File: src/rtl/mips_pkg.sv
// Shared MIPS core definitions: fetch widths, fetch FSM encoding, opcodes.
package mips_pkg;

    localparam int          PC_W     = 32;
    localparam logic [31:0] RESET_PC = 32'h0000_0000;

    typedef enum logic [1:0] {
        S_RST  = 2'd0,
        S_REQ  = 2'd1,
        S_HOLD = 2'd2
    } fetch_state_t;

    localparam logic [5:0] OP_RTYPE = 6'd0;
    localparam logic [5:0] OP_J     = 6'd2;
    localparam logic [5:0] OP_BEQ   = 6'd4;

endpackage

File: src/rtl/next_pc_gen.sv
// Next-PC selection for the held instruction: jump > taken branch > pc+4.
module next_pc_gen #(
    parameter int PC_W = 32
) (
    input  logic [PC_W-1:0] pc,
    input  logic [31:0]     instr,
    input  logic            Jump,
    input  logic            Branch,
    input  logic            zero,
    output logic [PC_W-1:0] nextPc
);

    logic [PC_W-1:0] pc4;
    logic [PC_W-1:0] jumpTgt;
    logic [PC_W-1:0] brOff;
    logic [PC_W-1:0] brTgt;

    // Candidate targets; all arithmetic wraps modulo 2^PC_W.
    always_comb begin
        pc4     = pc + PC_W'(4);
        jumpTgt = {pc4[PC_W-1:28], instr[25:0], 2'b00};
        brOff   = {{(PC_W-18){instr[15]}}, instr[15:0], 2'b00};
        brTgt   = pc4 + brOff;
    end

    // Redirect priority; a branch with zero clear falls through to pc+4.
    always_comb begin
        if (Jump)
            nextPc = jumpTgt;
        else if (Branch && zero)
            nextPc = brTgt;
        else
            nextPc = pc4;
    end

endmodule

File: src/rtl/instr_fetch_unit.sv
// Fetch/issue unit: owns the PC, reads imem over req/ready, holds the word
// for decode and applies the redirect decided for that word.
module instr_fetch_unit #(
    parameter int              PC_W     = mips_pkg::PC_W,
    parameter logic [PC_W-1:0] RESET_PC = mips_pkg::RESET_PC[PC_W-1:0]
) (
    input  logic            clk,
    input  logic            rst,
    output logic            imem_req,
    output logic [PC_W-1:0] imem_addr,
    input  logic            imem_ready,
    input  logic [31:0]     imem_rdata,
    output logic [31:0]     instr,
    output logic [5:0]      Op,
    output logic            instr_valid,
    output logic [PC_W-1:0] pc,
    input  logic            stall,
    input  logic            Jump,
    input  logic            Branch,
    input  logic            zero
);
    import mips_pkg::*;

    fetch_state_t    state, stateNext;
    logic [PC_W-1:0] nextPc;
    logic            fetchDone;
    logic            issueDone;

    assign fetchDone = (state == S_REQ)  && imem_ready;
    assign issueDone = (state == S_HOLD) && !stall;

    next_pc_gen #(.PC_W(PC_W)) uNextPc (
        .pc     (pc),
        .instr  (instr),
        .Jump   (Jump),
        .Branch (Branch),
        .zero   (zero),
        .nextPc (nextPc)
    );

    // State register; reset abandons any outstanding request.
    always_ff @(posedge clk or posedge rst) begin
        if (rst)
            state <= S_RST;
        else
            state <= stateNext;
    end

    // Next state: single outstanding fetch, issue once, then refetch.
    always_comb begin
        stateNext = state;
        case (state)
            S_RST:   stateNext = S_REQ;
            S_REQ:   if (imem_ready) stateNext = S_HOLD;
            S_HOLD:  if (!stall)     stateNext = S_REQ;
            default: stateNext = S_RST;
        endcase
    end

    // Handshake outputs decoded from state.
    always_comb begin
        imem_req    = 1'b0;
        instr_valid = 1'b0;
        case (state)
            S_REQ:   imem_req    = 1'b1;
            S_HOLD:  instr_valid = 1'b1;
            default: ;
        endcase
    end

    // PC advances only when decode accepts the held instruction.
    always_ff @(posedge clk or posedge rst) begin
        if (rst)
            pc <= RESET_PC;
        else if (issueDone)
            pc <= nextPc;
    end

    // Instruction register captures the returned word on the ready cycle.
    always_ff @(posedge clk or posedge rst) begin
        if (rst)
            instr <= 32'd0;
        else if (fetchDone)
            instr <= imem_rdata;
    end

    assign imem_addr = pc;
    assign Op        = instr[31:26];

endmodule

File: config.mk
export PLATFORM = sky130hd
export DESIGN_NAME = instr_fetch_unit
export DESIGN_NICKNAME = d
export VERILOG_FILES = /design/src/rtl/mips_pkg.sv /design/src/rtl/next_pc_gen.sv /design/src/rtl/instr_fetch_unit.sv
export SDC_FILE = /design/constraint.sdc
export NUM_CORES = 1
export LEC_CHECK = 0
export CAP_MARGIN = 20
export CORE_MARGIN = 2
export CORE_UTILIZATION = 30
export CTS_CLUSTER_SIZE = 30
export DETAILED_ROUTE_END_ITERATION = 7
export PLACE_DENSITY_LB_ADDON = 0.3
export SYNTH_ARGS = -nofsm -noshare
export SYNTH_HDL_FRONTEND = slang
export SYNTH_SLANG_ARGS = --single-unit
File: constraint.sdc
create_clock -name clk -period 4.6 [get_ports clk]
set_input_delay 0.92 -clock clk [delete_from_list [all_inputs] [get_ports clk]]
set_output_delay 0.92 -clock clk [all_outputs]
set_load 0.005 [all_outputs]
==> flow_summary.ini, run 1 <==
[die]
core_area_um2 = 17800
io_pins = 143
effective_utilization_at_floorplan_pct = 30.3
die_w_um = 138
row_count = 49
dieHeight_um = 138
fp.dieArea_um2 = 19100

[sta]
clock.fmax_mhz = 232
postLayoutSetupSlackWorst_ps = 288
max_slew.worst_pin.slew_ps = 971
layout_min_cycle_time_ps = 4310
relSlewSlack_pct = 35.3
timing.setup.tns_ps = 0
final_min_period_over_clock_period_pct = 93.7
report.final.slew_viol_count = 0
rsz0062_at_grt = no
hold_viol = 0
clock_skew_ps = 9.35
report.final.setup_viol = 0

[logic_synthesis]
synth_area_um2 = 5400
netlist_instances = 633
synthDistinctLibCells = 63
syn_area_per_cell_um2 = 8.53
number_of_enable_flip_flop_cells_after_synthesis = 0
synthesis.yosys.warnings = 0
synth_seq_area_share_pct = 29.7
synth_seq_cells = 64
synth_async_sr_flop_share_pct = 100
synth_ff_type = sky130_fd_sc_hd__dfrtp_1

[clock_network]
holdBufCountCts = 0
cts.sinks = 64
clock_pin_transition_on_the_worst_setup_and_hold_timing_paths_ps = 60
ctsRootBufferMaster = sky130_fd_sc_hd__clkbuf_16
tritoncts = done
clock_latency_ps = 350
numCtsBuffers = 9
ctsHtreeMaxLevel = 3
cts.path.max_buffers = 2

[placed_design]
detailedPlacementHpwl_um = 12500
placed_area_um2 = 6770
dp_worst_setup_slack_ps = 265
gpl.final_weighted_congestion = 0.924
dpl.cell_count = 948
port_buf_inserts = 138

[final_layout]
post_layout_cell_count = 962
final_area_um2 = 7060
area_taken_by_flip_flops_and_latches_um2 = 1600
design.final.nets = 808
multi_input_comb_area_um2 = 3380
filler_cell_count = 1802
antenna-diode-count = 0
drive_above_1_share_pct = 10.1
flow.area_growth_from_synthesis_pct = 30.7

[drt]
drt_drc_violations_left = 0
drt_first_pass_iters = 5
detailedRoute.firstIterationViolations = 311
routed_via_density = 5.20
final_antenna_net_count = 0
via_count = 5004
wl_per_cell_um = 17.6
drt-total-wl_um = 17000

[setup_path]
critPathArrivalTime_ps = 4550
critical_path_peak_fanout = 10
worstPathRequired_ps = 4840
critPathLaunchType = register
critPathKind = register to register
critPathCaptureType = register

[grt]
grt_max_degree = 34
grt_use_total_pct = 17.8
globalRoute.totalOverflow = 0
antenna_found_initial = 0
grt_pass1_vias = 4691
grt_first_pass_wirelength_um = 26900

[worst_hold_path]
hp-class = register to register

[pwr]
peak_supply_drop_uv = 271
power.static_leakage_nw = 2.83
power_density_nw_per_um2 = 794

[outcome]
run_status = complete, no violations

[flow_run]
max_cap_violations = 0
==> state kept, by name, indices dropped and copies added (netlist names) <==
register / cells
imem_addr: 30
instr: 32
state: 2
==> where the power goes <==
part	total (mW)	switching [mW]	leakage (nW)	internal [mW]
registers	1.28	0.449	0.761	0.828
logic	3.68	1.80	1.94	1.88
clock network	0.645	0.261	0.130	0.384
total	5.60	2.51	2.83	3.09
==> worst paths after layout <==
kind / from / to / slack [ps] / cells past startpoint
min in group asynchronous: rst / instr[29] / 1010 / 2
worst max register to register: imem_addr[12] / imem_addr[31] / 290 / 15
worst min-delay path: state[1] / state[0] / 520 / 1
worst max-delay path: imem_addr[12] / imem_addr[31] / 290 / 15
worst min register to register: state[1] / state[0] / 520 / 1
max in group asynchronous: rst / imem_addr[5] / 2640 / 3
==> worst max-delay path, stage by stage (launching register included) <==
cell	delay, ps
sky130_fd_sc_hd__dfrtp_1	460
sky130_fd_sc_hd__and4_1	300
sky130_fd_sc_hd__nand4_1	150
sky130_fd_sc_hd__or2_2	380
sky130_fd_sc_hd__nor3_2	220
sky130_fd_sc_hd__nand3_1	180
sky130_fd_sc_hd__xnor2_1	170
sky130_fd_sc_hd__ha_1	400
sky130_fd_sc_hd__a21o_1	220
sky130_fd_sc_hd__a211oi_1	340
sky130_fd_sc_hd__nand3_1	150
sky130_fd_sc_hd__o221ai_2	270
sky130_fd_sc_hd__o21ai_2	110
sky130_fd_sc_hd__xnor2_1	150
sky130_fd_sc_hd__or3_1	350
sky130_fd_sc_hd__a221o_1	340
==> layout make-up <==
class	instances	share of cell area, %
multi-input cells	494	47.9
clock buffers	12	3.64
inverters	10	0.532
flip-flops and latches	64	22.7
repair buffers	152	21.1
clock inverters	1	0.0709
well taps	229	4.06
==> metal layers <==
metal / GRT usage (%) / up-vias / part of all wire, %
met5: 0 / - / 0
met4: 6.93 / 0 / 1.8
met3: 3.60 / 19 / 5.9
met2: 26.1 / 169 / 43
met1: 25.8 / 2353 / 50
li1: - / 2463 / -
==> cell families (layout without fill, tap and decap cells) <==
kind of cell,after synthesis,count (layout),share of synthesized area (%)
AO/OA/AOI/OAI,177,177,21.1
multiplexers,34,34,7.07
XOR/XNOR,47,47,7.62
buffers and inverters,78,175,8.23
flip-flops,64,64,29.7
adder cells (fa/ha/maj),38,38,8.94
other,1,4,0.0694
AND/OR/NAND/NOR,194,194,17.3
==> synthesized netlist by cell type, types with 4 or more instances <==
| master | count | area [um2] |
|---|---|---|
| sky130_fd_sc_hd__nand2_1 | 73 | 274 |
| sky130_fd_sc_hd__dfrtp_1 | 64 | 1600 |
| sky130_fd_sc_hd__o21ai_0 | 48 | 240 |
| sky130_fd_sc_hd__a21oi_1 | 47 | 235 |
| sky130_fd_sc_hd__buf_4 | 40 | 300 |
| sky130_fd_sc_hd__ha_1 | 37 | 463 |
| sky130_fd_sc_hd__mux2_2 | 32 | 360 |
| sky130_fd_sc_hd__nor2_1 | 32 | 120 |
| sky130_fd_sc_hd__xnor2_1 | 29 | 254 |
| sky130_fd_sc_hd__clkbuf_1 | 23 | 86.3 |
| sky130_fd_sc_hd__nand3_1 | 23 | 115 |
| sky130_fd_sc_hd__xor2_1 | 18 | 158 |
| sky130_fd_sc_hd__a21o_1 | 17 | 128 |
| sky130_fd_sc_hd__nand4_1 | 16 | 100 |
| sky130_fd_sc_hd__nor3_1 | 11 | 55.1 |
| sky130_fd_sc_hd__a211oi_1 | 10 | 75.1 |
| sky130_fd_sc_hd__inv_1 | 10 | 37.5 |
| sky130_fd_sc_hd__o211ai_1 | 9 | 67.6 |
| sky130_fd_sc_hd__a31oi_1 | 7 | 43.8 |
| sky130_fd_sc_hd__or3_1 | 7 | 43.8 |
| sky130_fd_sc_hd__and3_1 | 6 | 37.5 |
| sky130_fd_sc_hd__o21ai_1 | 6 | 30.0 |
| sky130_fd_sc_hd__buf_1 | 4 | 15.0 |
| sky130_fd_sc_hd__nor2b_1 | 4 | 25.0 |
| sky130_fd_sc_hd__nor4_1 | 4 | 25.0 |
| sky130_fd_sc_hd__o31ai_1 | 4 | 30.0 |
==> through the flow <==
step | util, % | hold slack [ps] | power, mW
after floorplan | - | 472 | 3.64
after global placement | 38.0 | 491 | 4.94
after detailed placement | 38.0 | 508 | 4.93
after CTS | 39.4 | 521 | 5.61
after global routing | 39.5 | 553 | 6.07
final | 39.5 | 518 | 5.60
==> timing repair <==
action                                  4_1_cts  5_1_grt
gates resized for setup                       0        4
endpoints found under the hold margin         0        0
buffers inserted                              0        1
endpoints found under the setup margin        0        1
==> layout by cell type (no fill, tap or decap), drive strengths merged, types with 6 or more instances in the layout <==
| master | count |
|---|---|
| xnor2 | 29 |
| o211ai | 9 |
| o21ai | 56 |
| clkdlybuf4s50 | 138 |
| clkbuf | 12 |
| a21oi | 47 |
| nor2 | 33 |
| or3 | 7 |
| a21o | 18 |
| mux2 | 33 |
| buf | 14 |
| nor3 | 11 |
| and3 | 6 |
| nand4 | 16 |
| a31oi | 7 |
| a211oi | 10 |
| dfrtp | 64 |
| inv | 10 |
| nand3 | 25 |
| nand2 | 73 |
| ha | 37 |
| xor2 | 18 |
Power figures use the tool's default switching activity.
==> run 2, diff against run 1 <==
--- a/config.mk
+++ b/config.mk
@@ -11,6 +11,7 @@
 export CTS_CLUSTER_SIZE = 30
 export DETAILED_ROUTE_END_ITERATION = 7
 export PLACE_DENSITY_LB_ADDON = 0.3
+export SETUP_SLACK_MARGIN = 0.15
 export SYNTH_ARGS = -nofsm -noshare
 export SYNTH_HDL_FRONTEND = slang
 export SYNTH_SLANG_ARGS = --single-unit
==> constraint.sdc (replaced) <==
create_clock -name clk -period 4.6 [get_ports clk]
set_input_delay 0.46 -clock clk [delete_from_list [all_inputs] [get_ports clk]]
set_output_delay 0.46 -clock clk [all_outputs]
set_load 0.05 [all_outputs]
==> run 2 against run 1 <==
  * Clock skew fell by 3.6 ps
  * First-iteration DRC count fell by 8.4%
  * Non-clock buffer count fell by 1
  * Hold slack got worse by 7.5 ps
  * Final cell count rose by 0.21%
  * Global-route usage fell by 0.34 points
  * Sequential cell count did not move
  * Count of clock-buffer cells in the layout rose by 1
  * Critical path type unchanged
  * Largest cell class unchanged
==> flow_summary.ini, run 2 (same netlist as run 1, synthesis figures left out) <==
[outcome]
run_status = complete, no violations

[grt]
antenna_found_initial = 0
grt_max_degree = 39
grt_use_total_pct = 17.5
grt_first_pass_wirelength_um = 26400
grt_pass1_vias = 4720
globalRoute.totalOverflow = 0

[setup_path]
delay_heaviest_family_cp = simple AND/OR/NAND/NOR gates
r2r-end = imem_addr[31]
worstPathRequired_ps = 4830
critPathArrivalTime_ps = 4450
worst_r2r_startpoint = imem_addr[5]
critPathKind = register to register
cp_slowest_cell = sky130_fd_sc_hd__dfrtp_1
slowest_delay_ps = 480
critPathCaptureType = register
critPathLaunchType = register
worst-path-buf-inv = 0
critical_path_peak_fanout = 8
timing.critical_path.cells = and4_1, nand4_1, or2_1, nor2_1, nand3_1, xnor2_1, ha_1, nand4_1, a2111oi_4, o221ai_2, o21ai_2, xnor2_1, or3_1, a221o_1
r2r_cells = 14
critical_path_cell_count = 14
worst-r2r-setup-slack_ps = 380

[drt]
drt_drc_violations_left = 0
detailedRoute.firstIterationViolations = 285
routed_via_density = 5.30
wl_per_cell_um = 17.7
drt-total-wl_um = 17000
via_count = 5105
drt_first_pass_iters = 5
final_antenna_net_count = 0

[flow_run]
max_cap_violations = 0

[worst_hold_path]
hp-class = register to register
worst_hold_path.endpoint = state[0]
timing.hold.worst_path_depth = 1
hold_path.startpoint = state[1]

[final_layout]
multi_input_comb_area_um2 = 3380
area_taken_by_flip_flops_and_latches_um2 = 1600
largest_register_by_flop_count = instr
mostFrequentLayoutCell = sky130_fd_sc_hd__clkdlybuf4s50_1
flow.area_growth_from_synthesis_pct = 30.7
number_of_flip_flops_under_the_largest_register_name = 32
design.final.nets = 807
filler_cell_count = 1807
layout_common_cells = 138 x sky130_fd_sc_hd__clkdlybuf4s50_1, 72 x sky130_fd_sc_hd__nand2_1, 64 x sky130_fd_sc_hd__dfrtp_1
drive_above_1_share_pct = 9.93
antenna-diode-count = 0

[clock_network]
cts.path.max_buffers = 2
clock_latency_ps = 350
holdBufCountCts = 0
tritoncts = done
numCtsBuffers = 9
ctsRootBufferMaster = sky130_fd_sc_hd__clkbuf_16
ctsHtreeMaxLevel = 3
post_cts_resized = 0
post-cts-setup-buffer-count = 0
clock_pin_transition_on_the_worst_setup_and_hold_timing_paths_ps = 50
cts.sinks = 64

[sta]
hold_viol = 0
relSlewSlack_pct = 33.3
layout_min_cycle_time_ps = 4220
report.final.slew_viol_count = 0
final_min_period_over_clock_period_pct = 91.7
postLayoutSetupSlackWorst_ps = 382
timing.setup.tns_ps = 0
clock_skew_ps = 5.72
report.final.setup_viol = 0
rsz0062_at_grt = no
clock.fmax_mhz = 237
max_slew.worst_pin.slew_ps = 1000

[die]
row_count = 49
io_pins = 143
fp.dieArea_um2 = 19100
dieHeight_um = 138
effective_utilization_at_floorplan_pct = 30.3
core_area_um2 = 17800
die_w_um = 138

[placed_design]
port_buf_inserts = 138
detailedPlacementHpwl_um = 12500
dp_worst_setup_slack_ps = 370
gpl.final_weighted_congestion = 0.881
run 2: cell count changes in the layout (fill, tap and decap cells not counted), sizes merged:
cell      before  now
buf           14   13
clkbuf        12   13
clkinv         1    2
clkinvlp       0    1
run 2: worst max path at each step:
stage                        from  slack (ps)             to
finish               imem_addr[5]         380  imem_addr[31]
global route         imem_addr[5]         150  imem_addr[31]
CTS                  imem_addr[5]         350  imem_addr[31]
detailed placement   imem_addr[5]         370  imem_addr[31]
global placement     imem_addr[5]         510  imem_addr[31]
floorplan           imem_addr[12]         160  imem_addr[31]
run 2: cell type report:
cell class | instances | area share, %
Sequential cell | 64 | 22.7
Clock inverter | 3 | 0.248
Inverter | 10 | 0.532
Tap cell | 229 | 4.06
Clock buffer | 13 | 3.55
Multi-Input combinational cell | 494 | 48.0
Timing Repair Buffer | 151 | 21.0
run 2: metrics by stage:
stage / hold WS (ps) / cell area (um2) / instances / util [%]
final: 510 / 7060 / 964 / 39.5
after global routing: 534 / 7060 / 964 / 39.5
after global placement: 492 / 6770 / 948 / 38.0
after detailed placement: 510 / 6770 / 948 / 38.0
after floorplan: 472 / 5410 / 636 / -
after CTS: 504 / 7040 / 964 / 39.5
run 2: per-layer routing:
layer,up-vias,track usage (%),part of all wire (%)
li1,2459,-,-
met1,2451,25.3,49
met2,170,26.4,43
met3,25,3.15,5.9
met4,0,5.96,2.0
met5,-,0,0
Power of run 2 is not shown: default switching activity piles up to over one toggle a cycle in this logic, so the estimate is an artifact.
==> run 3, diff against run 2 <==
--- a/config.mk
+++ b/config.mk
@@ -10,7 +10,7 @@
 export CORE_UTILIZATION = 30
 export CTS_CLUSTER_SIZE = 30
 export DETAILED_ROUTE_END_ITERATION = 7
-export PLACE_DENSITY_LB_ADDON = 0.3
+export PLACE_DENSITY_LB_ADDON = 0.1
 export SETUP_SLACK_MARGIN = 0.15
 export SYNTH_ARGS = -nofsm -noshare
 export SYNTH_HDL_FRONTEND = slang
==> run 3 against run 2 <==
  * Global-route usage grew 1.7 points
  * Routed wire length grew 7.8%
  * Count of clock-buffer cells in the layout shrank 2
  * Critical path type unchanged
  * Sequential cell count is the same
  * Clock skew grew 6.1 ps
  * Core utilization grew 0.27 points
  * Largest cell class unchanged
==> flow_summary.ini, run 3 (same netlist as run 1, synthesis figures left out) <==
[worst_hold_path]
hp-class = register to register
worst_hold_path.endpoint = state[0]
timing.hold.worst_path_depth = 1
hold_path.startpoint = state[1]

[setup_path]
critPathKind = register to register
critPathCaptureType = register
critical_path.startpoint = imem_addr[7]
timing.critical_path.cells = and4_1, nand4_1, nor2_1, xor2_1, ha_1, inv_1, o221ai_1, a21oi_1, nor3_1, or3_1, a31oi_1, o21ai_1, mux2_1, o21ai_1
worst_r2r_startpoint = imem_addr[7]
cp_slowest_cell = sky130_fd_sc_hd__a31oi_1
delay_heaviest_family_cp = simple AND/OR/NAND/NOR gates
r2r_cells = 14
critPathArrivalTime_ps = 4480
worst-path-buf-inv = 1
worst-r2r-setup-slack_ps = 390
critical_path_peak_fanout = 6
crit_path_frequent_cell = sky130_fd_sc_hd__o21ai_1
slowest_delay_ps = 500
worstPathRequired_ps = 4870
r2r-end = imem_addr[24]
critPathLaunchType = register

[sta]
final_min_period_over_clock_period_pct = 91.5
report.final.setup_viol = 0
hold_viol = 0
report.final.slew_viol_count = 0
timing.setup.tns_ps = 0
rsz0062_at_grt = no
relSlewSlack_pct = 30.9
clock.fmax_mhz = 238
max_slew.worst_pin.slew_ps = 1040
layout_min_cycle_time_ps = 4210
clock_skew_ps = 11.8
timing.hold.ws_ps = 520

[die]
io_pins = 143
core_area_um2 = 17800
die_w_um = 138
dieHeight_um = 138
fp.dieArea_um2 = 19100
effective_utilization_at_floorplan_pct = 30.3
row_count = 49

[drt]
drt-total-wl_um = 18400
drt_first_pass_iters = 5
via_count = 5156
detailedRoute.firstIterationViolations = 301
wl_per_cell_um = 19.1
routed_via_density = 5.35
drt_drc_violations_left = 0
final_antenna_net_count = 0

[clock_network]
clock_pin_transition_on_the_worst_setup_and_hold_timing_paths_ps = 60
tritoncts = done
cts.sinks = 64
cts.path.max_buffers = 2
ctsHtreeMaxLevel = 3
ctsRootBufferMaster = sky130_fd_sc_hd__clkbuf_16
post-cts-setup-buffer-count = 0
clock_latency_ps = 340
post_cts_resized = 0
holdBufCountCts = 0
numCtsBuffers = 9

[placed_design]
gpl.final_weighted_congestion = 0.870
detailedPlacementHpwl_um = 13700
placed_area_um2 = 6770
port_buf_inserts = 138
dpl.cell_count = 947

[final_layout]
design.final.nets = 806
antenna-diode-count = 0
flow.area_growth_from_synthesis_pct = 31.6
mostFrequentLayoutCell = sky130_fd_sc_hd__clkdlybuf4s50_1
post_layout_cell_count = 963
drive_above_1_share_pct = 11.3
layout_common_cells = 138 x sky130_fd_sc_hd__clkdlybuf4s50_1, 72 x sky130_fd_sc_hd__nand2_1, 60 x sky130_fd_sc_hd__dfrtp_1
number_of_flip_flops_under_the_largest_register_name = 32
final_area_um2 = 7100
largest_register_by_flop_count = instr

[grt]
grt_pass1_vias = 5002
antenna_found_initial = 0
grt_first_pass_wirelength_um = 28900
globalRoute.totalOverflow = 0
grt_max_degree = 45
grt_use_total_pct = 19.2

[flow_run]
max_cap_violations = 0

[outcome]
run_status = complete, no violations
run 3: area by class of cell:
cell class	instances	area, um2
Clock buffer	11	243
Timing Repair Buffer	150	1470
Fill cell	1827	10700
Clock inverter	5	56.3
Multi-Input combinational cell	494	3400
Sequential cell	64	1610
Inverter	10	37.5
Tap cell	229	287
run 3: worst max-delay path by stage:
stage,cells past startpoint,end
final,14,imem_addr[24]
after global routing,15,imem_addr[31]
after CTS,15,imem_addr[31]
after detailed placement,15,imem_addr[31]
after global placement,15,imem_addr[31]
after floorplan,16,imem_addr[31]
run 3: stage by stage:
| stage | util (%) | worst slack [ps] |
|---|---|---|
| 3_5_place_dp | 37.9 | 245 |
| 6_report | 39.8 | 392 |
| 2_1_floorplan | - | 156 |
| 3_3_place_gp | 37.9 | 308 |
| 4_1_cts | 39.6 | 206 |
| 5_1_grt | 39.8 | 130 |
run 3: metal layers:
| layer | wire, um | track usage [%] | vias to the layer above |
|---|---|---|---|
| met5 | 0 | 0 | - |
| met4 | 235 | 5.21 | 0 |
| met3 | 769 | 3.08 | 14 |
| met2 | 8570 | 30.3 | 153 |
| met1 | 8780 | 27.2 | 2527 |
| li1 | - | - | 2462 |
Power of run 3 is left out for the same reason.
